File: config.mk
export PLATFORM = sky130hd
export DESIGN_NAME = pla_sweep_controller
export DESIGN_NICKNAME = d
export VERILOG_FILES = /design/src/rtl/pla_sweep_pkg.sv /design/src/rtl/pla_sweep_misr.sv /design/src/rtl/pla_sweep_controller.sv
export SDC_FILE = /design/constraint.sdc
export NUM_CORES = 1
export LEC_CHECK = 0
export ABC_CLOCK_PERIOD_IN_PS = 3700
export BUFFER_PORTS_ARGS = -buffer_cell sky130_fd_sc_hd__buf_4
export CAP_MARGIN = 20
export CORE_MARGIN = 2
export CORE_UTILIZATION = 29
export DETAILED_ROUTE_END_ITERATION = 16
export MAX_ROUTING_LAYER = met4
export PLACE_DENSITY_LB_ADDON = 0.15
export SLEW_MARGIN = 15
export SYNTH_ARGS = -nofsm -noshare
export SYNTH_HDL_FRONTEND = slang
export SYNTH_SLANG_ARGS = --single-unit
File: constraint.sdc
create_clock -name clk -period 3.7 [get_ports clk]
set_clock_uncertainty 0.1 [all_clocks]
set_input_delay 0.74 -clock clk [delete_from_list [all_inputs] [get_ports clk]]
set_output_delay 0.74 -clock clk [all_outputs]
set_load 0.02 [all_outputs]
File: src/rtl/pla_sweep_pkg.sv
// Shared types and constants for the PLA exhaustive-sweep controller.
// Holds the FSM state encoding, the default MISR polynomial and width helpers.
package pla_sweep_pkg;

    typedef enum logic [1:0] {
        IDLE = 2'd0,
        RUN  = 2'd1,
        DONE = 2'd2
    } sweep_state_e;

    // CCITT polynomial for the default 16-bit signature.
    localparam logic [15:0] MISR_POLY = 16'h1021;

    // Number of distinct input vectors for an n-input DUT.
    function automatic int unsigned vec_space(input int unsigned n);
        return 32'd1 << n;
    endfunction

    // Counter width able to hold 0..max_val, never narrower than one bit.
    function automatic int unsigned cnt_width(input int unsigned max_val);
        if (max_val < 2) begin
            return 1;
        end
        return $clog2(max_val + 1);
    endfunction

endpackage

File: src/rtl/pla_sweep_misr.sv
// Single-input MISR: shifts left, folds the MSB back through POLY and XORs din
// into bit 0 on each enabled cycle.
module pla_sweep_misr #(
    parameter int unsigned          SIG_W = 16,
    parameter logic [SIG_W-1:0]     POLY  = '0
) (
    input  logic             clk,
    input  logic             rst_n,
    input  logic             clear,
    input  logic             shift_en,
    input  logic             din,
    output logic [SIG_W-1:0] sig
);

    logic [SIG_W-1:0] sig_q;
    logic [SIG_W-1:0] sig_d;
    logic [SIG_W-1:0] feedback;

    always_comb begin
        feedback = sig_q[SIG_W-1] ? POLY : '0;
        sig_d    = sig_q;
        if (clear) begin
            sig_d = '0;
        end else if (shift_en) begin
            sig_d = {sig_q[SIG_W-2:0], 1'b0} ^ feedback ^ {{(SIG_W-1){1'b0}}, din};
        end
    end

    always_ff @(posedge clk) begin
        if (!rst_n) begin
            sig_q <= '0;
        end else begin
            sig_q <= sig_d;
        end
    end

    assign sig = sig_q;

endmodule

File: src/rtl/pla_sweep_controller.sv
// Exhaustive-sweep sequencer: walks every input vector of a combinational PLA,
// samples y0 after a settle delay and scores it against a host-loaded golden table.
module pla_sweep_controller
    import pla_sweep_pkg::*;
#(
    parameter int unsigned N_IN   = 7,
    parameter int unsigned SETTLE = 1,
    parameter int unsigned SIG_W  = 16
) (
    input  logic              clk,
    input  logic              rst_n,
    input  logic              start,
    input  logic              gold_we,
    input  logic [N_IN-1:0]   gold_addr,
    input  logic              gold_bit,
    output logic [N_IN-1:0]   vec_out,
    input  logic              dut_y,
    output logic              busy,
    output logic              done,
    output logic [N_IN:0]     onset_count,
    output logic [N_IN:0]     mismatch_count,
    output logic              first_mm_valid,
    output logic [N_IN-1:0]   first_mm_vec,
    output logic [SIG_W-1:0]  signature
);

    localparam int unsigned DEPTH = vec_space(N_IN);
    localparam int unsigned SET_W = cnt_width(SETTLE);

    localparam logic [SET_W-1:0] SETTLE_LAST = SET_W'(SETTLE);
    localparam logic [N_IN-1:0]  IDX_LAST    = '1;

    sweep_state_e      state_q, state_d;
    logic [N_IN-1:0]   idx_q, idx_d;
    logic [SET_W-1:0]  settle_q, settle_d;
    logic [N_IN:0]     onset_q, onset_d;
    logic [N_IN:0]     mm_q, mm_d;
    logic              fmv_q, fmv_d;
    logic [N_IN-1:0]   fmvec_q, fmvec_d;
    logic [DEPTH-1:0]  gold_q, gold_d;

    logic              misr_clear;
    logic              misr_shift;
    logic              sample;
    logic              mismatch;

    assign sample   = (state_q == RUN) && (settle_q == SETTLE_LAST);
    assign mismatch = dut_y ^ gold_q[idx_q];

    always_comb begin
        state_d    = state_q;
        idx_d      = idx_q;
        settle_d   = settle_q;
        onset_d    = onset_q;
        mm_d       = mm_q;
        fmv_d      = fmv_q;
        fmvec_d    = fmvec_q;
        gold_d     = gold_q;
        misr_clear = 1'b0;
        misr_shift = 1'b0;

        // Table is frozen while a sweep is running so results stay self-consistent.
        if (gold_we && (state_q != RUN)) begin
            gold_d[gold_addr] = gold_bit;
        end

        unique case (state_q)
            IDLE, DONE: begin
                if (start) begin
                    state_d    = RUN;
                    idx_d      = '0;
                    settle_d   = '0;
                    onset_d    = '0;
                    mm_d       = '0;
                    fmv_d      = 1'b0;
                    fmvec_d    = '0;
                    misr_clear = 1'b1;
                end
            end
            RUN: begin
                if (sample) begin
                    misr_shift = 1'b1;
                    onset_d    = onset_q + {{N_IN{1'b0}}, dut_y};
                    mm_d       = mm_q + {{N_IN{1'b0}}, mismatch};
                    if (mismatch && !fmv_q) begin
                        fmv_d   = 1'b1;
                        fmvec_d = idx_q;
                    end
                    settle_d = '0;
                    // Last vector stays on vec_out after the sweep ends.
                    if (idx_q == IDX_LAST) begin
                        state_d = DONE;
                    end else begin
                        idx_d = idx_q + 1'b1;
                    end
                end else begin
                    settle_d = settle_q + 1'b1;
                end
            end
            default: begin
                state_d = IDLE;
            end
        endcase
    end

    always_ff @(posedge clk) begin
        if (!rst_n) begin
            state_q  <= IDLE;
            idx_q    <= '0;
            settle_q <= '0;
            onset_q  <= '0;
            mm_q     <= '0;
            fmv_q    <= 1'b0;
            fmvec_q  <= '0;
            gold_q   <= '0;
        end else begin
            state_q  <= state_d;
            idx_q    <= idx_d;
            settle_q <= settle_d;
            onset_q  <= onset_d;
            mm_q     <= mm_d;
            fmv_q    <= fmv_d;
            fmvec_q  <= fmvec_d;
            gold_q   <= gold_d;
        end
    end

    pla_sweep_misr #(
        .SIG_W (SIG_W),
        .POLY  (SIG_W'(MISR_POLY))
    ) u_misr (
        .clk      (clk),
        .rst_n    (rst_n),
        .clear    (misr_clear),
        .shift_en (misr_shift),
        .din      (dut_y),
        .sig      (signature)
    );

    assign vec_out        = idx_q;
    assign busy           = (state_q == RUN);
    assign done           = (state_q == DONE);
    assign onset_count    = onset_q;
    assign mismatch_count = mm_q;
    assign first_mm_valid = fmv_q;
    assign first_mm_vec   = fmvec_q;

endmodule

# [Yosys cells after proc, flatten, opt, wreduce, memory -nomap -nowiden]
# Cells that the tools add are included.
[totals] regBits=178 latchBits=0 mem_bits_rw=0 rom_bits=0 inputBits=13 out_inout_bits=49 wordCells=75 n_memories=0
[op_classes] addsub=4 multipliers=0 div_mod_pow=0 order_cmp=3 n_eq_ne=9 n_shift=0 mux=32 n_bitwise=4 n_reduce_logical=14
[ops] operator="128-bit bitwise mux" count=1
[ops] operator="7-bit two-way mux" count=5
[ops] operator="8-bit case mux with 2 select lines" count=2
[ops] operator="7-bit case mux with 2 select lines" count=2
[ops] operator="8-bit two-way mux" count=3
[ops] operator="8-bit by 1-bit adder with 8-bit output" count=2
[ops] operator="7-bit by 8-bit < comparator with 1-bit output (second input constant)" count=2
[ops] operator="16-bit by 1-bit bitwise XOR with 16-bit output" count=1
[ops] operator="16-bit bitwise XOR" count=1
[ops] operator="13-bit two-way mux" count=1
[ops] operator="1-bit two-way mux" count=10
[ops] operator="2-bit by 1-bit inequality test with 1-bit output (second input constant)" count=4
[ops] operator="4-bit AND reduction" count=2
[ops] operator="7-bit by 1-bit adder with 7-bit output (second input constant)" count=1
[ops] operator="1-bit binary-select mux with 7-bit select" count=1
[ops] operator="1-bit demux with 7-bit select" count=1
[ops] operator="7-bit == test (second input constant)" count=1
[ops] operator="7-bit by 1-bit greater-or-equal comparator with 1-bit output (second input constant)" count=1
[ops] operator="2-bit two-way mux" count=3
[ops] operator="3-bit AND reduction" count=2
[ops] operator="1-bit logical AND" count=4
[ops] operator="2-bit inequality test (second input constant)" count=2
[ops] operator="1-bit case mux with 2 select lines" count=2
[ops] operator="2-bit case mux with 2 select lines" count=1
[ops] operator="10 further kinds" count=11

# [Depth between registers and ports, before layout]
# Gate-level depths: netlist (run 1).
[depth] depth_word=7 depth_mapped=15 ltp_nobuf=12

# [By module]
# Synthesis (run 1) repeated with hierarchy kept, for this count alone.
[hier_totals] cells_unflattened=1049 area_unflattened_um2=8851.0
[modules_own_cells] module="pla_sweep_controller" n_inst=1 cells_per_inst=993 area_per_inst_um2=8222.9 seq_area_each_um2=3243.1
[modules_own_cells] module="pla_sweep_misr" n_inst=1 cells_per_inst=56 area_per_inst_um2=628.1 seq_area_each_um2=320.3

# [Worst setup path before layout (run 1)]
# OpenSTA, ideal clock, no wires.
[synth_path] path_kind="reg2reg" start="reg idx_q[1] (netlist: vec_out[1])" end="reg mm_q[5] (netlist: mismatch_count[5])" setup_time_ns=0.128 arrival_time_ns=2.903 required_ns=3.472 path_slack_ns=0.569 stages_incl_launch_ff=15 path_buffers=2 synth_period_minus_slack_ns=3.131 cell_sequence="dfxtp_1 -> buf_6 -> buf_6 -> mux4_2 -> o22ai_1 -> a31oi_1 -> a22o_1 -> nor4b_4 -> xnor2_1 -> ha_1 -> nand3_1 -> nor2_1 -> nand3_1 -> xor2_1 -> nor2_1"
[synth_via] elab_chain_cells=6
[synth_rtl] item="start, declared" line_no="pla_sweep_controller.sv:34" text="logic [N_IN-1:0] idx_q, idx_d;"
[synth_rtl] item="start signal, assigned" line_no="pla_sweep_controller.sv:118" text="idx_q <= idx_d;"
[synth_rtl] item="1-bit binary-select mux with 7-bit select" line_no="pla_sweep_controller.sv:48" text="assign mismatch = dut_y ^ gold_q[idx_q];"
[synth_rtl] item="1-bit two-way mux (not written as such)" line_no="pla_sweep_controller.sv:48"
[synth_rtl] item="1-bit bitwise XOR" line_no="pla_sweep_controller.sv:48"
[synth_rtl] item="8-bit by 1-bit adder with 8-bit output" line_no="pla_sweep_controller.sv:84" text="mm_d = mm_q + {{N_IN{1'b0}}, mismatch};"
[synth_rtl] item="8-bit two-way mux" line_no="pla_sweep_controller.sv:81" text="if (sample) begin"
[synth_rtl] item="8-bit case mux with 2 select lines" line_no="pla_sweep_controller.sv:67" text="unique case (state_q)"
[synth_rtl] item="end signal, assigned" line_no="pla_sweep_controller.sv:121" text="mm_q <= mm_d;"
[synth_rtl] item="end, declared" line_no="pla_sweep_controller.sv:37" text="logic [N_IN:0] mm_q, mm_d;"
# Every way passes these cells. The select of a mux whose other input is x is not followed.
# A chain may end at the register's enable or synchronous reset.

# [Worst setup path in the final report (run 1)]
# Same ends and word-level chain as after synthesis.

==> out/qor.yml, run 1 <==
antenna_found_initial: 0
yosys_register_bits: 178
fin_crit_ns: 3.32
clock_sinks: 178
fin_ws_ns: 0.378
synthArstFlopShare: 0
clk_latency_ns: 0.43
syn_nets: 1086
dieHeight_um: 179
critPathRequiredTime_ns: 3.92
arrival_ns: 3.54
firstDrtPassIters: 4
hold_viol_final: 0
rsz0062_at_grt: "false"
synth_area_leaders: "dfxtp_1 40%, nand2_1 11%, a21boi_0 8.7%, mux2i_1 6.9%, nand3_1 6.0%"
yosysWarnings: 0
clock-root-buffer: "clkbuf_16"
place_ws_ns: 0.398
coreArea_um2: 30300
critPathMaxStageDelay_ns: 0.51
wl_per_cell_um: 17.2
cts.clk_slew.worst_paths_ns: 0.08
path_class: "flip-flop to flip-flop"
viasPerCell: 4.94
syn_inst: 1068
p_clk_frac: 0.458
critPathBufInv: 1
dr_total_vias: 7442
cp-end-kind: "flip-flop"
synth_top_area_share: 0.402
internal-power_w: 0.00290
setup_viol: 0
die_area_um2: 32000
max_clock_freq_ghz: 0.301
synth_adder_area_share: 0.00706
leakage_nw: 3.55
outcome: "finished, final reports clean"
synth_xor_area_frac: 0.0198
die_w_um: 179
synth.most_common_cell: "nand2_1"
slew_violations: 0
tritoncts: "built"
synth_top_family_by_area: "simple AND/OR/NAND/NOR gates"
power_frac_seq: 0.483
ctsResizeCount: 0
crit_family: "multiplexers"
portBuffers: 61
ys_seq_area_frac: 0.402
nNetsFinal: 1117
grt-ovfl-total: 0
drt_iter0_drc: 508
max-vdd-ir-drop_mv: 0.292
slew_headroom: 0.331
routed_wl_um: 26000
comb_power_share: 0.059
synth_compound_area_frac: 0.137
clockBufferDepth: 2
critPathMaxFanout: 12
grt_pass1_vias: 6819
power-per-cell-area_nw_per_um2: 384
syn_area_um2: 8870
ios: 62
setup-tns-final_ns: 0
p_switching_w: 0.00109
synth_common_cells: "262 x nand2_1, 178 x dfxtp_1, 107 x nand3_1"
synthSimpleGateAreaFrac: 0.258
htreeDepth: 4
synthMuxAreaShare: 0.128
grt_start_max_net_pins: 134
worstSetupStartpointType: "flip-flop"
hold_path_class: "flip-flop to flip-flop"
postRouteAntennaNets: 0
gp_congestion: 0.792
antenna_cells: 0
cts-buffers-inserted: 17
drive_gt1_frac: 0.143
drc_errors: 0
hold_buffers: 0
grt_pass1_wl_um: 40600
worstPathCellList: "buf_12 > mux4_2 > mux2i_1 > mux2i_1 > a22oi_2 > nor4b_4 > xnor2_1 > ha_1 > nand3_1 > nor2_1 > nand3_1 > xor2_1 > nor2_1"
fin_crit_sh: 0.898
slowest_stage: "mux4_2"
yosysTopAreaCell: "dfxtp_1"
initial_core_util: 0.292
synth_edf_count: 0
hold_slack_ns: 0.364
max_cap_violations: 0
grtUsageTotal: 0.169
syn-mean-instance-area_um2: 8.30
sw_frac_of_total: 0.273
area_delta_synth_final_pct: 17.3
post_cts_buffers: 0
synth_cell_types: 55
hpwl_um: 16500
worstMarginPinSlew_ns: 1.00
ys.flop_type: "dfxtp_1"
num_rows: 64
area by class of cell:
cell class / instances / area (um2)
clock buffers: 17 / 425
well taps: 396 / 495
clock inverters: 15 / 165
inverters: 16 / 60.1
flip-flops and latches: 178 / 3570
multi-input cells: 789 / 4910
fillers: 3160 / 20000
repair buffers: 97 / 778
path summary, 6_finish.rpt:
check        cells past startpoint           endpoint        from  slack [ns]
max                             13  mismatch_count[5]  vec_out[1]        0.38
max reg2reg                     13  mismatch_count[5]  vec_out[1]        0.38
min                              2         gold_q[19]  gold_q[19]        0.36
min reg2reg                      2         gold_q[19]  gold_q[19]        0.36
worst min-delay path, delay by kind of cell (launching register included):
family | cells | cell delay, ns
AND/OR/NAND/NOR | 1 | 0.05
AO/OA/AOI/OAI | 1 | 0.06
flip-flops | 1 | 0.31
cell usage in the layout, fill, tap and decap left out, types with 17 or more instances in the layout:
master and n:
mux2i_1 61, nand2_1 262, a21boi_0 103, buf_4 93, o21ai_0 17, clkbuf_16 17
dfxtp_1 176, a21oi_1 17, nor2b_1 35, nand3_1 107, nor2_1 51
per-stage QoR:
stage / instance area (um2) / cells / total power, W / utilization
after global routing: 10400 / 1508 / 0.00414 / 0.343
after detailed placement: 9800 / 1475 / 0.00221 / 0.323
after CTS: 10400 / 1507 / 0.00404 / 0.342
after global placement: 9800 / 1475 / 0.00221 / 0.323
after floorplan: 8870 / 1068 / 0.00211 / -
final: 10400 / 1508 / 0.00399 / 0.343
layer usage:
| metal | global-route usage | vias up | wire length, um | part of all wire |
|---|---|---|---|---|
| li1 | - | 3727 | - | - |
| met1 | 0.225 | 3564 | 12400 | 0.48 |
| met2 | 0.270 | 134 | 12300 | 0.47 |
| met3 | 0.0231 | 17 | 975 | 0.038 |
| met4 | 0.0464 | 0 | 386 | 0.015 |
| met5 | - | - | 0 | 0 |
power by group through the flow:
stage / Clock [W] / Combinational [W] / Sequential [W]
2_1_floorplan: 0 / 0.000140 / 0.00197
3_3_place_gp: 0 / 0.000236 / 0.00197
3_5_place_dp: 0 / 0.000235 / 0.00197
4_1_cts: 0.00187 / 0.000236 / 0.00193
5_1_grt: 0.00195 / 0.000253 / 0.00193
6_report: 0.00183 / 0.000234 / 0.00193
cell families (layout without fill, tap and decap cells):
| family | Yosys count | in the layout |
|---|---|---|
| and+or+nand+nor | 511 | 511 |
| DFF | 178 | 178 |
| AOI/OAI and AO/OA | 170 | 170 |
| buffers and inverters | 101 | 145 |
| muxes | 83 | 83 |
| xor gates and xnor gates | 20 | 20 |
| adders and majority gates | 5 | 5 |
state kept, by name (all words and copies together), names as in the netlist, 2 cells and up:
name and cells:
first_mm_vec 7, gold_q 128, mismatch_count 8, onset_count 8, state_q 2, u_misr.sig 16, vec_out 7
(Power assumes the default switching activity.)
==> run 2: changes to the inputs <==
==> constraint.sdc (replaced) <==
create_clock -name clk -period 3.7 [get_ports clk]
set_clock_uncertainty 0.1 [all_clocks]
set_input_delay 0.37 -clock clk [delete_from_list [all_inputs] [get_ports clk]]
set_output_delay 0.37 -clock clk [all_outputs]
set_load 0.02 [all_outputs]
==> run 2 against run 1 <==
Compared with the run above:
- cell count stayed put
- critical endpoint is now mismatch_count[7]
- global-route usage is 0.16 points higher
- sequential power hardly changed
- maximum frequency is 0.51% lower
- first-iteration DRC count is 0.20% lower
- clock power is 2% lower
- sequential cell count stayed put
==> out/qor.yml, run 2 (synthesis results as in run 1) <==
setup.worst_path.start: "vec_out[1]"  # unchanged
hold_buffers: 0  # unchanged
ctsResizeCount: 0  # unchanged
fin_crit_ns: 3.34  # was 3.32 ns
drc_errors: 0  # unchanged
leakage_nw: 3.53  # was 3.55 nW
clockBufferDepth: 2  # unchanged
drt-met1-wl_um: 12200  # was 12400 um
coreArea_um2: 30300  # unchanged
power_frac_seq: 0.489  # was 0.483
ios: 62  # unchanged
hold_path_class: "primary input to flip-flop"  # was flip-flop to flip-flop
critPathMaxFanout: 16  # was 12
max_clock_freq_ghz: 0.299  # was 0.301 GHz
fin_crit_sh: 0.903  # was 0.898
endpoint: "mismatch_count[7]"  # was mismatch_count[5]
p_clk_frac: 0.453  # was 0.458
viasPerCell: 4.94  # about the same
worstMarginPinSlew_ns: 1.07  # was 1.00 ns
drt_iter0_drc: 507  # was 508
p_switching_w: 0.00106  # was 0.00109 W
r2r_cells: 13  # unchanged
grt-ovfl-total: 0  # unchanged
top_layer: "met4"  # unchanged
routed_wl_um: 26000  # about the same
area_delta_synth_final_pct: 16.7  # was 17.3%
antenna_found_initial: 0  # unchanged
r2r_end: "mismatch_count[7]"  # was mismatch_count[5]
hold_viol_final: 0  # unchanged
grt_pass1_vias: 6929  # was 6819
grt_start_max_net_pins: 66  # was 134
path_class: "flip-flop to flip-flop"  # unchanged
largest_reg_flops: 128  # unchanged
post_cts_buffers: 0  # unchanged
route.met2.wl_um: 12100  # was 12300 um
final_common_cell: "nand2_1"  # unchanged
rsz0062_at_grt: "false"  # unchanged
initial_core_util: 0.292  # unchanged
max_cap_violations: 0  # unchanged
worstPathCellList: "buf_4 > mux4_1 > mux2i_1 > mux2i_1 > a22oi_2 > nor4b_4 > xnor2_1 > ha_1 > nand3_1 > nor2_1 > nand3_1 > xor2_1 > nor2_1"  # was buf_12 > mux4_2 > mux2i_1 > mux2i_1 > a22oi_2 > nor4b_4 > xnor2_1 > ha_1 > nand3_1 > nor2_1 > nand3_1 > xor2_1 > nor2_1
most-common-layout-cells: "262 x nand2_1, 176 x dfxtp_1, 107 x nand3_1"  # unchanged
tritoncts: "built"  # unchanged
die_w_um: 179  # unchanged
cts-buffers-inserted: 17  # unchanged
grt_pass1_wl_um: 41000  # was 40600 um
design_area_um2: 10300  # was 10400 um2
firstDrtPassIters: 5  # was 4
worstSetupStartpointType: "flip-flop"  # unchanged
critPathBufInv: 1  # unchanged
dieHeight_um: 179  # unchanged
antenna_cells: 0  # unchanged
htreeDepth: 4  # unchanged
power-per-cell-area_nw_per_um2: 381  # was 384 nW/um2
grtUsageTotal: 0.171  # was 0.169
r2r_slack_ns: 0.36  # was 0.38 ns
cp-end-kind: "flip-flop"  # unchanged
cts.clk_slew.worst_paths_ns: 0.08  # about the same
crit_cells: 13  # unchanged
sw_frac_of_total: 0.268  # was 0.273
portBuffers: 61  # unchanged
r2r-start: "vec_out[1]"  # unchanged
critPathMaxStageDelay_ns: 0.60  # was 0.51 ns
clock-root-buffer: "clkbuf_16"  # unchanged
clock_sinks: 178  # unchanged
nNetsFinal: 1117  # unchanged
post_dp_cell_area_um2: 9760  # was 9800 um2
comb_power_share: 0.058  # was 0.059
setup-tns-final_ns: 0  # unchanged
placed_cells: 1473  # was 1475
dr_total_vias: 7443  # was 7442
clk_latency_ns: 0.43  # about the same
power_w: 0.00394  # was 0.00399 W
internal-power_w: 0.00289  # was 0.00290 W
hpwl_um: 16600  # was 16500 um
die_area_um2: 32000  # unchanged
met3_length_um: 1090  # was 975 um
setup_viol: 0  # unchanged
slew_headroom: 0.282  # was 0.331
outcome: "finished, final reports clean"  # unchanged
hold_slack_ns: 0.225  # was 0.364 ns
postRouteAntennaNets: 0  # unchanged
max-vdd-ir-drop_mv: 0.318  # was 0.292 mV
slew_violations: 0  # unchanged
top_register: "gold_q"  # unchanged
finalNonFillerCells: 1508  # unchanged
gp_congestion: 0.794  # was 0.792
drive_gt1_frac: 0.143  # unchanged
slowest_stage: "dfxtp_2"  # was mux4_2
critPathRequiredTime_ns: 3.91  # was 3.92 ns
num_rows: 64  # unchanged
arrival_ns: 3.55  # was 3.54 ns
wl_per_cell_um: 17.2  # about the same
crit_family: "simple AND/OR/NAND/NOR gates"  # was multiplexers
run 2: cell count changes in the layout (fill, tap and decap cells not counted):
cell,change
buf_4,+1
clkinvlp_4,+1
inv_8,+4
inv_6,-4
clkinv_8,-4
buf_12,-2
buf_2,+1
clkinv_4,+3
run 2: per-stage QoR:
| stage | worst slack, ns | utilization |
|---|---|---|
| 6_report | 0.360 | 0.341 |
| 2_1_floorplan | 0.569 | - |
| 3_3_place_gp | 0.356 | 0.322 |
| 4_1_cts | 0.302 | 0.340 |
| 3_5_place_dp | 0.314 | 0.322 |
| 5_1_grt | 0.0436 | 0.341 |
run 2: power by group through the flow:
stage / Combinational (W) / Clock (W) / Sequential, W
5_1_grt: 0.000251 / 0.00192 / 0.00193
2_1_floorplan: 0.000140 / 0 / 0.00197
3_3_place_gp: 0.000232 / 0 / 0.00197
3_5_place_dp: 0.000231 / 0 / 0.00197
4_1_cts: 0.000231 / 0.00184 / 0.00193
6_report: 0.000230 / 0.00179 / 0.00193
run 2: worst reg2reg max path, cell delays in order, from the launching register on:
cell,delay (ns)
dfxtp_2,0.60
buf_4,0.31
mux4_1,0.31
mux2i_1,0.18
mux2i_1,0.11
a22oi_2,0.27
nor4b_4,0.35
xnor2_1,0.19
ha_1,0.20
nand3_1,0.08
nor2_1,0.21
nand3_1,0.13
xor2_1,0.15
nor2_1,0.05
run 2: layout make-up:
cell class              count  area, um2
well taps                 396        495
clock buffers              17        425
flip-flops and latches    178       3570
fillers                  3176      20000
multi-input cells         789       4910
clock inverters            15        144
inverters                  16       60.1
repair buffers             97        751
run 2: worst min path at each step:
stage	from	endpoint	depth (start not counted)	slack [ns]
6_report	dut_y	u_misr.sig[0]	3	0.22
5_1_grt	dut_y	u_misr.sig[0]	3	0.21
4_1_cts	dut_y	u_misr.sig[0]	3	0.21
3_5_place_dp	gold_q[113]	gold_q[113]	2	0.36
3_3_place_gp	gold_q[13]	gold_q[13]	2	0.35
2_1_floorplan	gold_q[17]	gold_q[17]	2	0.34
run 2: routing by layer:
metal,vias to the layer above,GRT usage
met1,3526,0.224
met5,-,-
met3,28,0.0278
met2,163,0.271
li1,3726,-
met4,0,0.0522
==> run 3: changes to the inputs <==
--- a/config.mk
+++ b/config.mk
@@ -9,7 +9,7 @@
 export BUFFER_PORTS_ARGS = -buffer_cell sky130_fd_sc_hd__buf_4
 export CAP_MARGIN = 20
 export CORE_MARGIN = 2
-export CORE_UTILIZATION = 29
+export CORE_UTILIZATION = 50
 export DETAILED_ROUTE_END_ITERATION = 16
 export MAX_ROUTING_LAYER = met4
 export PLACE_DENSITY_LB_ADDON = 0.15
==> run 3 against run 2 <==
Compared with the run above:
- sequential share of layout area rose by 0.75 points
- non-clock buffer count is 7 lower
- sequential cell count unchanged
- count of clock-buffer cells in the layout grew 2
- utilization up 24 points
- hold slack gained 0.0023 ns
- cell count fell by 12%
- first-iteration DRC count shrank 0.99%
- maximum frequency fell by 0.95%
- wire length decreased by 14%
- global-route usage up 8.0 points
- clock power is 6% higher
==> out/qor.yml, run 3 (synthesis results as in run 1) <==
drive_gt1_frac: 0.138  # was 0.143
hpwl_um: 14600  # was 16600 um
fin_crit_ns: 3.37  # was 3.34 ns
hold_buffers: 0  # unchanged
worstHoldPathCells: 3  # unchanged
leakage_nw: 3.51  # was 3.53 nW
dr_total_vias: 7457  # was 7443
grt_start_max_net_pins: 89  # was 66
placed_cells: 1296  # was 1473
clock-root-buffer: "clkbuf_16"  # unchanged
antenna_cells: 0  # unchanged
most-common-layout-cells: "262 x nand2_1, 176 x dfxtp_1, 107 x nand3_1"  # unchanged
critPathRequiredTime_ns: 3.90  # was 3.91 ns
hold_slack_ns: 0.227  # was 0.225 ns
r2r_cells: 13  # unchanged
fill_cells: 1543  # was 3176
clock_sinks: 178  # unchanged
arrival_ns: 3.58  # was 3.55 ns
coreArea_um2: 17300  # was 30300 um2
viasPerCell: 5.61  # was 4.94
crit_cells: 13  # unchanged
final_common_cell: "nand2_1"  # unchanged
power_w: 0.00404  # was 0.00394 W
critPathMaxFanout: 25  # was 16
initial_core_util: 0.513  # was 0.292
wl_per_cell_um: 16.7  # was 17.2 um
finalNonFillerCells: 1330  # was 1508
path_class: "flip-flop to flip-flop"  # unchanged
cts.clk_slew.worst_paths_ns: 0.07  # was 0.08 ns
hold_viol_final: 0  # unchanged
portBuffers: 61  # unchanged
antenna_found_initial: 0  # unchanged
setup-tns-final_ns: 0  # unchanged
cts-buffers-inserted: 17  # unchanged
largest_reg_flops: 128  # unchanged
gp_congestion: 0.854  # was 0.794
firstDrtPassIters: 5  # unchanged
cp-end-kind: "flip-flop"  # unchanged
grtUsageTotal: 0.251  # was 0.171
grt-ovfl-total: 0  # unchanged
die_area_um2: 18800  # was 32000 um2
routed_wl_um: 22200  # was 26000 um
num_rows: 48  # was 64
outcome: "finished, final reports clean"  # unchanged
fin_crit_sh: 0.911  # was 0.903
hold_path_class: "primary input to flip-flop"  # unchanged
regArea_um2: 3570  # about the same
clk_latency_ns: 0.43  # about the same
nNetsFinal: 1110  # was 1117
worstMarginPinSlew_ns: 1.07  # about the same
max_clock_freq_ghz: 0.297  # was 0.299 GHz
drt_iter0_drc: 502  # was 507
drc_errors: 0  # unchanged
post_cts_buffers: 0  # unchanged
ctsResizeCount: 0  # unchanged
clockBufferDepth: 2  # unchanged
setup_viol: 0  # unchanged
slew_headroom: 0.286  # was 0.282
ios: 62  # unchanged
grt_pass1_wl_um: 35900  # was 41000 um
max_cap_violations: 0  # unchanged
critPathBufInv: 1  # unchanged
slew_violations: 0  # unchanged
top_register: "gold_q"  # unchanged
die_w_um: 137  # was 179 um
utilization: 0.586  # was 0.341
worstPathCellList: "buf_12 > mux4_1 > mux2i_1 > mux2i_1 > a22o_1 > nor4b_4 > xnor2_1 > ha_1 > nand3_1 > nor2_1 > nand3_1 > xor2_1 > nor2_1"  # was buf_4 > mux4_1 > mux2i_1 > mux2i_1 > a22oi_2 > nor4b_4 > xnor2_1 > ha_1 > nand3_1 > nor2_1 > nand3_1 > xor2_1 > nor2_1
dieHeight_um: 137  # was 179 um
multi_input_area_um2: 4910  # about the same
htreeDepth: 4  # unchanged
max-vdd-ir-drop_mv: 0.337  # was 0.318 mV
crit_family: "multiplexers"  # was simple AND/OR/NAND/NOR gates
grt_pass1_vias: 6669  # was 6929
postRouteAntennaNets: 0  # unchanged
area_delta_synth_final_pct: 14.3  # was 16.7%
critPathMaxStageDelay_ns: 0.58  # was 0.60 ns
power-per-cell-area_nw_per_um2: 399  # was 381 nW/um2
worstSetupStartpointType: "flip-flop"  # unchanged
slowest_stage: "mux4_1"  # was dfxtp_2
tritoncts: "built"  # unchanged
rsz0062_at_grt: "false"  # unchanged
## run 3: worst reg2reg max path: cells and delay by family, from the launching register on
family / cells / cell delay [ns]
and+or+nand+nor: 5 / 0.87
DFF: 1 / 0.35
xor gates and xnor gates: 2 / 0.33
buffers and inverters: 1 / 0.20
adders and majority gates: 1 / 0.22
muxes: 3 / 0.89
AOI/OAI and AO/OA: 1 / 0.28
## run 3: report_power, final
group | internal, W | leakage (nW) | switching [W]
Clock | 0.00109 | 0.295 | 0.000801
Combinational | 0.0000658 | 1.78 | 0.000153
Sequential | 0.00192 | 1.44 | 0.00000623
Total | 0.00308 | 3.51 | 0.000960
## run 3: final timing paths
| path | startpoint | endpoint | slack (ns) |
|---|---|---|---|
| max | vec_out[0] | mismatch_count[7] | 0.33 |
| min | dut_y | u_misr.sig[0] | 0.23 |
| max reg2reg | vec_out[0] | mismatch_count[7] | 0.33 |
| min reg2reg | gold_q[21] | gold_q[21] | 0.36 |
## run 3: cell type report
type	count	area share
multi-input cells	789	0.484
flip-flops and latches	178	0.352
clock inverters	13	0.0169
inverters	16	0.00593
well taps	225	0.0278
clock buffers	19	0.0437
repair buffers	90	0.0691
## run 3: stage by stage
step	worst slack, ns	cell area [um2]
after floorplan	0.569	8870
after global placement	0.361	9500
after detailed placement	0.220	9500
after CTS	0.216	10100
after global routing	0.0443	10100
final	0.328	10100
## run 3: metal layers
metal	share of wire	up-vias	track usage
li1	-	3701	-
met3	0.057	25	0.0341
met1	0.47	3506	0.342
met4	0.016	0	0.0756
met2	0.46	225	0.389
met5	0	-	-
